### config.mk
export PLATFORM = sky130hd
export DESIGN_NAME = iobuf_wb_arbiter
export DESIGN_NICKNAME = d
export VERILOG_FILES = /design/src/rtl/arb_rr_pick.sv /design/src/rtl/iobuf_wb_arbiter.sv
export SDC_FILE = /design/constraint.sdc
export NUM_CORES = 1
export LEC_CHECK = 0
export CAP_MARGIN = 20
export CORE_AREA = 2 2 109 111
export DETAILED_ROUTE_END_ITERATION = 6
export DIE_AREA = 0 0 111 113
export PLACE_DENSITY = 0.67
export SYNTH_ARGS = -nofsm -noshare
export SYNTH_HDL_FRONTEND = slang
export SYNTH_SLANG_ARGS = --single-unit
export TNS_END_PERCENT = 10
### constraint.sdc
create_clock -name clk_sys -period 2.7 [get_ports clk_sys]
set_input_delay 0.54 -clock clk_sys [delete_from_list [all_inputs] [get_ports clk_sys]]
set_output_delay 0.54 -clock clk_sys [all_outputs]
set_load 0.03 [all_outputs]
### src/rtl/arb_rr_pick.sv
// Round-robin picker: chooses the first requester after `last`, wrapping modulo N.
// Purely combinational, so the caller decides when the choice is sampled.
module arb_rr_pick #(
  parameter int unsigned N  = 3,
  parameter int unsigned IW = 2
) (
  input  logic [N-1:0]  req,
  input  logic [IW-1:0] last,
  output logic [IW-1:0] gnt,
  output logic          valid
);

  logic [IW:0] cand;

  always_comb begin
    gnt   = '0;
    valid = 1'b0;
    cand  = '0;
    for (int unsigned k = 0; k < N; k++) begin
      cand = {1'b0, last} + (IW+1)'(k + 1);
      if (cand >= (IW+1)'(N)) begin
        cand = cand - (IW+1)'(N);
      end
      if (!valid && req[cand[IW-1:0]]) begin
        gnt   = cand[IW-1:0];
        valid = 1'b1;
      end
    end
  end

endmodule

### src/rtl/iobuf_wb_arbiter.sv
// Wishbone arbiter for the I/O buffer: round-robin over N masters onto one slave,
// with a per-access wait timeout that completes the access with all-ones data.
module iobuf_wb_arbiter #(
  parameter  int unsigned N       = 3,
  parameter  int unsigned AW      = 14,
  parameter  int unsigned DW      = 32,
  parameter  int unsigned TIMEOUT = 255,
  localparam int unsigned MW      = DW / 8
) (
  input  logic            clk_sys,
  input  logic            rst_sys,
  input  logic [N*AW-1:0] m_addr,
  input  logic [N*DW-1:0] m_wdata,
  input  logic [N*MW-1:0] m_wmsk,
  input  logic [N-1:0]    m_we,
  input  logic [N-1:0]    m_cyc,
  output logic [N-1:0]    m_ack,
  output logic [DW-1:0]   m_rdata,
  output logic [AW-1:0]   s_addr,
  output logic [DW-1:0]   s_wdata,
  output logic [MW-1:0]   s_wmsk,
  output logic            s_we,
  output logic            s_cyc,
  input  logic            s_ack,
  input  logic [DW-1:0]   s_rdata,
  output logic            err_stb,
  output logic [1:0]      err_mst
);

  localparam int unsigned IW   = (N > 1) ? $clog2(N) : 1;
  localparam int unsigned CntW = 8;

  typedef enum logic {StIdle = 1'b0, StBusy = 1'b1} state_t;

  state_t          state_q;
  logic [IW-1:0]   g_q, last_q;
  logic [CntW-1:0] cnt_q;

  logic [IW-1:0] pick_gnt;
  logic          pick_valid;
  logic          busy, at_limit, ack_ok, tmo;
  logic [AW-1:0] sel_addr;
  logic [DW-1:0] sel_wdata;
  logic [MW-1:0] sel_wmsk;
  logic          sel_we, sel_cyc;

  arb_rr_pick #(
    .N  (N),
    .IW (IW)
  ) u_pick (
    .req   (m_cyc),
    .last  (last_q),
    .gnt   (pick_gnt),
    .valid (pick_valid)
  );

  always_comb begin
    sel_addr  = '0;
    sel_wdata = '0;
    sel_wmsk  = '0;
    sel_we    = 1'b0;
    sel_cyc   = 1'b0;
    for (int i = 0; i < N; i++) begin
      if (g_q == IW'(i)) begin
        sel_addr  = m_addr[i*AW +: AW];
        sel_wdata = m_wdata[i*DW +: DW];
        sel_wmsk  = m_wmsk[i*MW +: MW];
        sel_we    = m_we[i];
        sel_cyc   = m_cyc[i];
      end
    end
  end

  // A real ack on the limit cycle takes priority over the timeout.
  always_comb begin
    busy     = (state_q == StBusy);
    at_limit = (cnt_q == CntW'(TIMEOUT));
    ack_ok   = busy && sel_cyc && s_ack;
    tmo      = busy && sel_cyc && !s_ack && at_limit;
    s_cyc    = busy && sel_cyc && !at_limit;
    s_addr   = busy ? sel_addr  : '0;
    s_wdata  = busy ? sel_wdata : '0;
    s_wmsk   = busy ? sel_wmsk  : '0;
    s_we     = busy && sel_we;
    m_ack    = '0;
    for (int i = 0; i < N; i++) begin
      m_ack[i] = (ack_ok || tmo) && (g_q == IW'(i));
    end
    m_rdata  = tmo ? '1 : (ack_ok ? s_rdata : '0);
    err_stb  = tmo;
    err_mst  = tmo ? 2'(g_q) : 2'b00;
  end

  always_ff @(posedge clk_sys or posedge rst_sys) begin
    if (rst_sys) begin
      state_q <= StIdle;
      g_q     <= '0;
      last_q  <= IW'(N - 1);
      cnt_q   <= '0;
    end else begin
      case (state_q)
        StIdle: begin
          if (pick_valid) begin
            g_q     <= pick_gnt;
            last_q  <= pick_gnt;
            cnt_q   <= '0;
            state_q <= StBusy;
          end
        end
        StBusy: begin
          // Master withdrawal, ack or timeout all end the access.
          if (!sel_cyc || s_ack || at_limit) begin
            state_q <= StIdle;
          end else begin
            cnt_q <= cnt_q + CntW'(1);
          end
        end
        default: state_q <= StIdle;
      endcase
    end
  end

endmodule

==> results.md, run 1 <==
- Initial antenna violation count: 0
- RD Place Congestion: 0.916
- Clk_skew: 2.50 ps
- Fin nets: 871
- Layout cell share with drive strength beyond 1: 18.2%
- Type of origin of the critical path: input pin
- Worst r2r src: g_q[0]
- MaxCap Viol Count: 0
- # diodes: 0
- Status: finished clean
- Max VDD drop: 0.429 mV
- Clk buf depth: 2
- DRT Pass-1 Iters: 6
- Worst-Margin Slew: 559 ps
- Crit path max fanout: 8
- Power Dens Cells: 836 nW/um2
- WP data required: 2160 ps
- DR DRC count: 0
- Die Ht: 113 um
- CP endpoint kind: primary output
- Dominant synthesized flop cell: dfrtp_1
- Total congestion overflow: 0
- Syn nets: 605
- Row cnt: 39
- Die footprint: 12500 um2
- TritonCTS buffer count: 3
- CTS tree: built
- Dpl hpwl: 10.5 mm
- Synthesis-to-layout area growth: 118%
- Routed vias/inst: 4.78
- Vias in the first global route: 3843
- Post-synth top area share: 20.9%
- Flop-to-flop setup slack: 370 ps
- Fin crit period: 2610 ps
- Multi-input combinational cell area: 1950 um2
- CTS Sinks: 12
- Relative slew slack: 62.8%
- DR WL/cell: 15.8 um
- Worst skew pair latency: 240 ps
- Non-Filler Instances: 818
- Reg2reg end: cnt_q[4]
- Synth top area cells: mux2i_1, a21oi_1, nor2_1, dfrtp_1, inv_1
- Synthesis-stage register bit count: 12
- Critical Path AT: 2070 ps
- Layout fillers: 1138
- Dpl cells: 813
- Yosys cell types: 45
- Post-synth ARST share: 100%
- Hold Vio Cnt, Final: 0
- Slew Viols, Final: 0
- Pin count of the biggest net entering global routing: 52
- Fin crit share: 96.7%
- Total number of vias: 3912
- Synth area leader: mux2i_1
- Syn Inst Count: 410
- Endpoint, Worst Hold: last_q[1]
- Pleak: 0.00246 uW
- R2r worst-path depth: 6
- Mean post-synth cell area: 6.18 um2
- Die width: 111 um
- Hold Path Depth: 2
- Yosys warns: 0
- Initial DRC count: 148
- Register Area: 304 um2
- Utilization after layout: 49.0%
- # setup viols final: 0
- Routed Antenna Nets: 0
- Hold WC Path Type: reg -> reg
- First-pass GRT wire length: 19.5 mm
- I/O Pins: 281
- Port Buffers: 280
- Clock slew at reported path FFs: 40 ps
- Clock Tree Root: clkbuf_16
- Critical setup path kind: in -> out
- Initial Util: 22.5%
- Final WL: 12.9 mm
- Commonest non-fill, non-tap cell in the layout: clkdlybuf4s50_1
- Post-synth EDFFs: 0
- Register area share after synthesis: 11.9%
- GRT Resource Usage Total: 19.0%
- H-tree Lvls: 1
- Achievable Freq: 383 MHz
- Synthesized area: 2530 um2
- Most frequent cells in the layout: clkdlybuf4s50_1, nor2_1, buf_4
- Hold wc startpoint: last_q[1]
- Core ar.: 11300 um2
- RSZ-0062 raised after global routing: true
worst max-delay path, cell delays in order:
cell and delay (ps):
clkdlybuf4s50_1 550, nand3b_1 140, o21ai_2 110, buf_4 190
nand2_1 120, nor4_2 150, buf_4 160, buf_12 110
what timing repair did:
item | in CTS | in global routing
buffers inserted | 1 | 0
resized for setup | 1 | 2
endpoints found under the setup margin | 4 | 12
pin swaps | 1 | 0
hold buffers | 0 | 0
through the flow:
stage	instance area [um2]	power (uW)	worst slack, ps	TNS [ps]	hold WS (ps)
floorplan	2530	2770	72.8	0	404
global placement	5400	4280	58.2	0	538
detailed placement	5400	4320	6.91	0	552
CTS	5500	4640	45.0	0	565
global route	5520	4940	-11.9	-11.9	605
finish	5520	4610	90.0	0	554
kinds of logic after synthesis:
kind of cell | synth area share, %
and+or+nand+nor | 26.3
AOI/OAI and AO/OA | 26.0
buffers and inverters | 12.1
muxes | 21.4
DFF | 11.9
adders and majority gates | 1.98
xor gates and xnor gates | 0.346
area by class of cell:
type | count | area share (%)
Tap cell | 143 | 3.24
Clock buffer | 4 | 1.61
Inverter | 43 | 2.93
Sequential cell | 12 | 5.51
Timing Repair Buffer | 294 | 51.3
Multi-Input combinational cell | 322 | 35.4
metal layers:
layer	share of wire [%]	GRT usage, %
met5	0	0
met2	50	35.2
met3	8.7	4.82
met1	39	21.4
met4	2.9	6.25
cell usage after synthesis, types with 2 or more instances:
master,instances
buf_2,17
clkbuf_1,8
o311ai_1,3
a31oi_1,2
and2_1,2
o21a_1,4
o21ai_0,4
nand2b_1,2
o2bb2ai_1,2
nand3_1,5
a21oi_1,83
nor2_1,108
mux2i_1,53
and3_1,2
inv_1,42
o21ai_1,2
o31ai_1,5
nand2_1,4
buf_1,8
a41oi_1,3
nor4_1,4
ha_1,4
dfrtp_1,11
nand4_1,5
nor3_1,7
state kept, by name, summed over array words and instances, names as in the netlist:
| name | count |
|---|---|
| g_q | 2 |
| busy | 1 |
| cnt_q | 8 |
| last_q | 1 |
power by group:
part           internal (uW)  switching [uW]  leakage, uW  total [uW]
Combinational           1600            2400      0.00226        4000
Clock                    223            76.4    0.0000442         300
Sequential               237            78.2     0.000156         315
Total                   2060            2550      0.00246        4610
worst max-delay path by stage:
stage | from | to | slack, ps | cells past startpoint
global placement | m_cyc[2] | err_mst[0] | 60 | 8
detailed placement | m_cyc[0] | err_mst[0] | 7 | 8
global route | m_cyc[1] | err_mst[0] | -10 | 8
finish | m_cyc[1] | err_mst[0] | 90 | 8
floorplan | cnt_q[0] | err_mst[0] | 70 | 4
CTS | m_cyc[0] | err_mst[1] | 40 | 7
No activity file was read; power rests on OpenSTA's default activity.
==> run 2: changes to the inputs <==
SETUP_SLACK_MARGIN = 0.15   (was not set)
==> run 2 against run 1 <==
Die area is the same; first-iteration DRC count unchanged; flip-flop and latch count is the same; via count up 0.13%; critical path depth down 2; clock skew about the same; critical endpoint unchanged; highest routed layer unchanged; global-route usage about the same; cell count is 0.12% higher; design area increased by 0.50%; clock-buffer cell count is the same; critical path type is now reg -> out.
==> results.md, run 2 (same netlist as run 1, synthesis figures left out) <==
- Row cnt: 39 (unchanged)
- Top reg by flops: cnt_q
- Status: finished clean
- RD Place Congestion: 0.916 (unchanged)
- Hold WC Path Type: reg -> reg
- Dpl hpwl: 10.5 mm (unchanged)
- Layout cell share with drive strength beyond 1: 18.9% (+0.71 points)
- First-pass GRT wire length: 19.6 mm (+0.21%)
- MaxCap Viol Count: 0 (unchanged)
- TritonCTS buffer count: 3 (unchanged)
- Clk_skew: 2.37 ps (-0.128 ps)
- Total number of vias: 3917 (+0.13%)
- Cell-internal power: 2070 uW (+0.52%)
- Initial Util: 22.5% (unchanged)
- Power Dens Cells: 836 nW/um2 (about the same)
- Worst skew pair latency: 240 ps (about the same)
- Clock Tree Root: clkbuf_16
- Max VDD drop: 0.432 mV (+0.70%)
- Core ar.: 11300 um2 (unchanged)
- Achievable Freq: 391 MHz (+2.0%)
- Vias in the first global route: 3844 (+0.026%)
- Slew Viols, Final: 0 (unchanged)
- Type of origin of the critical path: flop
- GRT Resource Usage Total: 19.0% (+0.023 points)
- Initial antenna violation count: 0 (unchanged)
- Clock share of power: 6.5% (about the same)
- CTS tree: built
- Routed vias/inst: 4.78 (about the same)
- Port Buffers: 280 (unchanged)
- Power Total: 4640 uW (+0.48%)
- Hold_buf cts: 0 (unchanged)
- Clock slew at reported path FFs: 40 ps (about the same)
- # diodes: 0 (unchanged)
- Max FFs per register: 8 (unchanged)
- Fin crit share: 94.8% (-1.9 points)
- Pleak: 0.00248 uW (+0.68%)
- Fin crit period: 2560 ps (-50.7 ps)
- Setup TNS: 0 ps (unchanged)
- Critical setup path kind: reg -> out
- RSZ-0062 raised after global routing: true
- Clk buf depth: 2 (unchanged)
- Routed Antenna Nets: 0 (unchanged)
- Final WL: 13.0 mm (+0.12%)
- Largest regs: cnt_q x8, g_q x2
- Pin count of the biggest net entering global routing: 52 (unchanged)
- Switching Fraction: 55.3% (about the same)
- Crit path max fanout: 5 (-3)
- Critical Path AT: 2020 ps (-50 ps)
- I/O Pins: 281 (unchanged)
- Synthesis-to-layout area growth: 119%
- WP data required: 2160 ps (about the same)
- Die Ht: 113 um (unchanged)
- H-tree Lvls: 1 (unchanged)
- Hold Vio Cnt, Final: 0 (unchanged)
- Worst-Margin Slew: 567 ps (+8.83 ps)
- Fin nets: 872 (+0.11%)
- DRT Pass-1 Iters: 4 (-2)
- DR WL/cell: 15.8 um (about the same)
- Die footprint: 12500 um2 (unchanged)
- Most frequent cells in the layout: clkdlybuf4s50_1, nor2_1, buf_4
- Initial DRC count: 148 (unchanged)
- Commonest non-fill, non-tap cell in the layout: clkdlybuf4s50_1
- Sw Pwr: 2570 uW (+0.45%)
- Relative slew slack: 62.2% (-0.59 points)
- Total congestion overflow: 0 (unchanged)
- Combinational Power Share: 86.7% (about the same)
- DR DRC count: 0 (unchanged)
- # setup viols final: 0 (unchanged)
- Die width: 111 um (unchanged)
- Flop pwr share: 6.8% (about the same)
- CP endpoint kind: primary output
- CTS Sinks: 12 (unchanged)
run 2: changes by cell type in the layout (fill, tap and decap cells not counted), sizes merged:
cell | before | now
dlymetal6s2s | 0 | 1
clkdlybuf4s50 | 190 | 189
buf | 104 | 105
run 2: repair_timing:
item | 4_1_cts | 5_1_grt
endpoints found under the setup margin | 37 | 49
pin swaps | 2 | 1
resized for setup | 5 | 3
buffers inserted | 2 | 0
run 2: worst max-delay path, cell delays in order, from the launching register on:
cell	delay, ps
dfrtp_1	410
ha_1	270
nand4_2	220
or2_2	400
nor4_2	220
buf_4	160
buf_12	110
run 2: per-stage QoR:
step | worst slack (ps) | util, % | instances | cell area [um2] | hold WS [ps]
after detailed placement | 6.91 | 47.9 | 813 | 5400 | 552
after global placement | 58.2 | 47.9 | 813 | 5400 | 538
after global routing | 49.5 | 49.2 | 819 | 5550 | 605
final | 141 | 49.2 | 819 | 5550 | 554
after CTS | 99.4 | 49.1 | 819 | 5530 | 565
after floorplan | 72.8 | - | 410 | 2530 | 404
run 2: final timing paths:
path / startpoint / end / slack, ps / cells after the start
worst max-delay path: cnt_q[0] / err_mst[0] / 140 / 6
worst min register to register: last_q[1] / last_q[1] / 550 / 2
worst min-delay path: last_q[1] / last_q[1] / 550 / 2
worst max register to register: g_q[0] / cnt_q[4] / 370 / 6
min in group asynchronous: rst_sys / cnt_q[0] / 630 / 2
max in group asynchronous: rst_sys / g_q[1] / 1720 / 2
run 2: area by class of cell:
cell class,count,area [um2]
Tap cell,143,179
Clock buffer,4,88.8
Sequential cell,12,304
Multi-Input combinational cell,322,1970
Timing Repair Buffer,295,2840
Inverter,43,161
Fill cell,1135,5730
run 2: metal layers:
| layer | up-vias | track usage (%) | share of wire (%) |
|---|---|---|---|
| li1 | 1931 | - | - |
| met1 | 1739 | 21.4 | 38 |
| met4 | 0 | 6.25 | 2.8 |
| met5 | - | 0 | 0 |
| met2 | 221 | 35.2 | 50 |
| met3 | 26 | 4.82 | 8.9 |
run 2: power by group through the flow:
stage	logic [uW]	clock network [uW]	registers, uW
final	4020	300	315
after detailed placement	4010	0	316
after global routing	4320	317	322
after CTS	4040	305	314
after global placement	3960	0	312
after floorplan	2500	0	278
==> run 3: changes to the inputs <==
HOLD_SLACK_MARGIN = 0.02   (was not set)
==> results of run 3 <==
No change in the layout: final DEF, timing and power equal those of run 2.
